File: src/rtl/expert_score_serializer.sv
// Purpose: serializes one token's gating scores (LANES per block) into (score, expert id) pairs, then a done window.
// Latency: a block accepted at cycle t presents lane 0 at t+1; one pair per cycle after that, all outputs registered.
// Backpressure: blk_ready only in WAIT_BLK or on the last lane of a non-final block; no output-side backpressure.
module expert_score_serializer #(
  parameter int NUM_EXPERTS = 128,
  parameter int LANES       = 16,
  parameter int SCORE_W     = 16,
  parameter int ID_W        = 7,
  parameter int DONE_LEN    = 8
) (
  input  logic                       clk,
  input  logic                       rst,
  input  logic                       start,
  input  logic                       blk_valid,
  output logic                       blk_ready,
  input  logic [LANES*SCORE_W-1:0]   blk_scores,
  output logic                       valid_out,
  output logic [SCORE_W-1:0]         score_out,
  output logic [ID_W-1:0]            id_out,
  output logic                       done_out,
  output logic                       busy
);

  localparam int NUM_BLKS = NUM_EXPERTS / LANES;
  localparam int BLK_W    = (NUM_BLKS > 1) ? $clog2(NUM_BLKS) : 1;
  localparam int LANE_W   = (LANES > 1) ? $clog2(LANES) : 1;
  localparam int DCNT_W   = (DONE_LEN > 1) ? $clog2(DONE_LEN) : 1;

  localparam logic [BLK_W-1:0]  LAST_BLK = BLK_W'(NUM_BLKS - 1);
  localparam logic [LANE_W-1:0] LANE_MAX = LANE_W'(LANES - 1);
  localparam logic [DCNT_W-1:0] DONE_MAX = DCNT_W'(DONE_LEN - 1);
  // With a single lane the very first output cycle is already the last lane.
  localparam logic              ONE_LANE = (LANES == 1);

  typedef enum logic [1:0] {
    IDLE     = 2'd0,
    WAIT_BLK = 2'd1,
    SERIAL   = 2'd2,
    DONE     = 2'd3
  } state_t;

  state_t              state;
  logic [BLK_W-1:0]    blk_cnt;
  logic [LANE_W-1:0]   lane;
  logic [DCNT_W-1:0]   done_cnt;
  logic [SCORE_W-1:0]  lane_buf [LANES];

  logic [LANE_W-1:0]   lane_inc;
  logic [BLK_W-1:0]    blk_inc;

  assign lane_inc = lane + LANE_W'(1);
  assign blk_inc  = blk_cnt + BLK_W'(1);

  // Expert id = block index * LANES + lane, wrapped to the id width.
  function automatic logic [ID_W-1:0] id_of(input logic [BLK_W-1:0] b,
                                            input logic [LANE_W-1:0] l);
    return ID_W'(b) * ID_W'(LANES) + ID_W'(l);
  endfunction

  // Token FSM: block capture, lane/block counting and all registered outputs.
  always_ff @(posedge clk or posedge rst) begin
    if (rst) begin
      state     <= IDLE;
      blk_cnt   <= '0;
      lane      <= '0;
      done_cnt  <= '0;
      blk_ready <= 1'b0;
      valid_out <= 1'b0;
      score_out <= '0;
      id_out    <= '0;
      done_out  <= 1'b0;
      busy      <= 1'b0;
      for (int i = 0; i < LANES; i++) begin
        lane_buf[i] <= '0;
      end
    end else begin
      case (state)
        IDLE: begin
          valid_out <= 1'b0;
          done_out  <= 1'b0;
          blk_ready <= 1'b0;
          if (start) begin
            blk_cnt   <= '0;
            lane      <= '0;
            blk_ready <= 1'b1;
            busy      <= 1'b1;
            state     <= WAIT_BLK;
          end
        end

        WAIT_BLK: begin
          valid_out <= 1'b0;
          if (blk_valid && blk_ready) begin
            for (int i = 0; i < LANES; i++) begin
              lane_buf[i] <= blk_scores[i*SCORE_W +: SCORE_W];
            end
            lane      <= '0;
            valid_out <= 1'b1;
            score_out <= blk_scores[SCORE_W-1:0];
            id_out    <= id_of(blk_cnt, '0);
            blk_ready <= ONE_LANE && (blk_cnt < LAST_BLK);
            state     <= SERIAL;
          end
        end

        SERIAL: begin
          if (lane != LANE_MAX) begin
            // Mid-block: step to the next lane; open blk_ready one cycle
            // ahead so the next block can land on the last-lane cycle.
            lane      <= lane_inc;
            valid_out <= 1'b1;
            score_out <= lane_buf[lane_inc];
            id_out    <= id_of(blk_cnt, lane_inc);
            blk_ready <= (lane_inc == LANE_MAX) && (blk_cnt < LAST_BLK);
          end else if (blk_valid && blk_ready) begin
            // Back-to-back block: lane 0 of the new block follows with no bubble.
            for (int i = 0; i < LANES; i++) begin
              lane_buf[i] <= blk_scores[i*SCORE_W +: SCORE_W];
            end
            blk_cnt   <= blk_inc;
            lane      <= '0;
            valid_out <= 1'b1;
            score_out <= blk_scores[SCORE_W-1:0];
            id_out    <= id_of(blk_inc, '0);
            blk_ready <= ONE_LANE && (blk_inc < LAST_BLK);
          end else if (blk_cnt < LAST_BLK) begin
            // Next block not offered yet: stall in WAIT_BLK with valid_out low.
            blk_cnt   <= blk_inc;
            valid_out <= 1'b0;
            blk_ready <= 1'b1;
            state     <= WAIT_BLK;
          end else begin
            valid_out <= 1'b0;
            blk_ready <= 1'b0;
            done_out  <= 1'b1;
            done_cnt  <= '0;
            state     <= DONE;
          end
        end

        DONE: begin
          valid_out <= 1'b0;
          blk_ready <= 1'b0;
          if (done_cnt == DONE_MAX) begin
            done_out <= 1'b0;
            busy     <= 1'b0;
            state    <= IDLE;
          end else begin
            done_cnt <= done_cnt + DCNT_W'(1);
          end
        end

        default: begin
          state     <= IDLE;
          valid_out <= 1'b0;
          done_out  <= 1'b0;
          blk_ready <= 1'b0;
          busy      <= 1'b0;
        end
      endcase
    end
  end

endmodule
File: config.mk
export PLATFORM = sky130hd
export DESIGN_NAME = expert_score_serializer
export DESIGN_NICKNAME = d
export VERILOG_FILES = /design/src/rtl/expert_score_serializer.sv
export SDC_FILE = /design/constraint.sdc
export NUM_CORES = 1
export LEC_CHECK = 0
export CAP_MARGIN = 20
export CORE_AREA = 2 2 160 162
export DETAILED_ROUTE_END_ITERATION = 8
export DIE_AREA = 0 0 162 164
export PLACE_DENSITY = 0.85
export REMOVE_ABC_BUFFERS = 1
export SLEW_MARGIN = 5
export SYNTH_ARGS = -nofsm -noshare
export SYNTH_HDL_FRONTEND = slang
export SYNTH_SLANG_ARGS = --single-unit
File: constraint.sdc
create_clock -name clk -period 17.05 [get_ports clk]
set_input_delay 3.41 -clock clk [delete_from_list [all_inputs] [get_ports clk]]
set_output_delay 3.41 -clock clk [all_outputs]
set_load 0.005 [all_outputs]
==> summary.txt <==
Slew Viols, Final: 0
clock sinks: 295
PwrDens: 163 nW/um^2
I/O pin cnt: 287
vias in the first global route: 9946
Tmin final: 6.48 ns
most common cell in the synthesized netlist: dfrtp_1
min-delay worst type: reg2reg
Avg WL per Cell: 21.0 um
Starting DRT DRC Count: 690
Initial Util: 55.2%
DRT Pass-1 Iters: 5
Synth area leaders: dfrtp_1, mux2_2, mux4_2
CP arrival: 6.91 ns
# DRC: 0
worst clock skew: 0.0229 ns
worst vdd ir: 0.0923 mV
top_reg_cell synth: dfrtp_1
EDFF count, synth: 0
Root Driver: clkbuf_16
setup TNS: 0 ns
cell count after synthesis: 1025
CTS Buffer Depth: 3
HPWL Detailed: 23.2 mm
nets@finish: 1561
fillers: 1679
CTS H-tree lvls: 1
GRT overflow: 0
max cap viols: 0
total setup buffers inserted after CTS: 0
Final setup viols: 0
Yosys cell types: 47
initial antenna violation count: 3
Synth top area share: 53.9%
worst hold slack: 0.487 ns
TritonCTS buffer count: 31
cts repair resizes: 0
Routed Antenna Nets: 0
register area share after synthesis: 53.9%
Ys Warns: 0
vias per inst: 5.79
largest net degree at the start of global routing: 146
top cell type by total area after synthesis: dfrtp_1
Vert. Die Dim: 164 um
cts hold-fix bufs: 0
global-route wire length before repair: 53.7 mm
Horiz. Die Dim: 162 um
routability cong.: 0.837
CP Data Required Time: 17.47 ns
critical path type: in2reg
final hold vios: 0
I/O Buffers: 286
#FFs+latches synth: 295
share of cells above drive strength 1: 27.4%
crit path capture type: register
fin crit share: 38.0%
Routed WL: 34.6 mm
clock slew at reported path FFs: 0.06 ns
Total Routing Usage GR: 26.1%
synthesis-to-finish area growth: 29.9%
die area: 26600 sq um
CP max FO: 77
Netlist Area Pre-Place: 13700 sq um
Static Leak: 7.52 nW
CTS tree: built
async set-reset flop share out of synthesis: 100%
outcome: completed
core area: 24800 sq um
Max-slew headroom: 23.5%
Clock Latency Late Sink: 0.56 ns
actual slew at the worst max-slew pin: 1.15 ns
Avg Cell Area, Syn: 13.4 sq um
via count: 9529
list of most frequent post-synthesis cells: dfrtp_1, mux2_2, nand2_1
Reg2Reg Setup Slack: 12.36 ns
unrepaired setup endpoints after global routing: false
Achievable Freq: 0.154 GHz
crit start category: input pin
FP Rows: 58
[critical path: stages]
cell and delay (ns):
clkdlybuf4s50_1 0.51, nand2_1 0.17, a21oi_4 0.55, buf_16 0.25
buf_4 0.77, buf_4 0.72, mux2_2 0.43
[metrics by stage]
step	setup WS [ns]	std cells	utilization, %	power (mW)	instance area, sq um
global placement	9.81	1583	67.1	2.14	16700
detailed placement	10.06	1585	67.3	2.20	16700
global route	10.39	1646	71.7	3.05	17800
floorplan	5.49	957	-	1.89	13300
CTS	10.62	1642	71.5	2.90	17700
finish	10.57	1647	71.7	2.89	17800
[cells by family after synthesis]
group	count (synthesis)	synth area share, %
AOI/OAI and AO/OA	83	4.45
xor gates and xnor gates	6	0.521
adders and majority gates	11	1.00
buffers and inverters	75	3.43
DFF	295	53.9
muxes	322	29.1
and+or+nand+nor	233	7.57
[flip-flops by register name, summed over array words and instances, names as in the netlist]
name / count
valid_out: 1
done_out: 1
score_out: 16
state: 2
blk_cnt: 3
blk_ready: 1
busy: 1
lane: 4
lane_buf: 256
done_cnt: 3
id_out: 7
[final timing paths]
| path | from | endpoint | cells past startpoint |
|---|---|---|---|
| max in group asynchronous | rst | lane_buf[34]$_DFFE_PP0P_ | 4 |
| max | blk_valid | lane_buf[216]$_DFFE_PP0P_ | 7 |
| min reg2reg | lane_buf[116]$_DFFE_PP0P_ | lane_buf[116]$_DFFE_PP0P_ | 1 |
| min in group asynchronous | rst | lane_buf[155]$_DFFE_PP0P_ | 2 |
| min | lane_buf[116]$_DFFE_PP0P_ | lane_buf[116]$_DFFE_PP0P_ | 1 |
| max reg2reg | lane[0]$_DFFE_PP0P_ | lane_buf[216]$_DFFE_PP0P_ | 8 |
[report_power, final]
| part | switching, mW | internal (mW) |
|---|---|---|
| registers | 0.170 | 1.02 |
| logic | 0.436 | 0.575 |
| clock network | 0.278 | 0.416 |
[layout by cell type, fill, tap and decap left out, drive strengths merged, types with 2 or more instances in the layout]
cell type,n
a21bo,2
xor2,4
ha,11
o21ai,19
a32o,2
and2,3
a22o,7
a22oi,16
xnor2,2
diode,3
nor2,7
nand4,16
clkbuf,43
nor2b,3
mux2,273
bufinv,4
clkdlybuf4s50,286
nand2b,2
inv,8
mux2i,17
clkinv,8
a21oi,7
a31oi,2
dfrtp,295
nand2,135
buf,14
nor3,3
a32oi,15
mux4,32
nand3,58
o31ai,6
and3,4
[metal layers]
metal	global-route usage (%)	part of all wire (%)	vias to the layer above
li1	-	-	4278
met1	35.4	42	4815
met2	43.7	49	378
met3	4.82	7.1	56
met4	6.92	2.3	2
met5	0	0.032	-
[layout make-up]
cell class | instances | area [sq um] | area share (%)
Timing Repair Buffer | 300 | 3010 | 16.9
Multi-Input combinational cell | 655 | 5890 | 33.1
Tap cell | 330 | 413 | 2.32
Antenna cell | 3 | 7.51 | 0.0422
Inverter | 7 | 33.8 | 0.190
Clock inverter | 14 | 176 | 0.992
Sequential cell | 295 | 7380 | 41.5
Clock buffer | 43 | 871 | 4.90
Note: power is estimated with default switching activity, not from simulation.
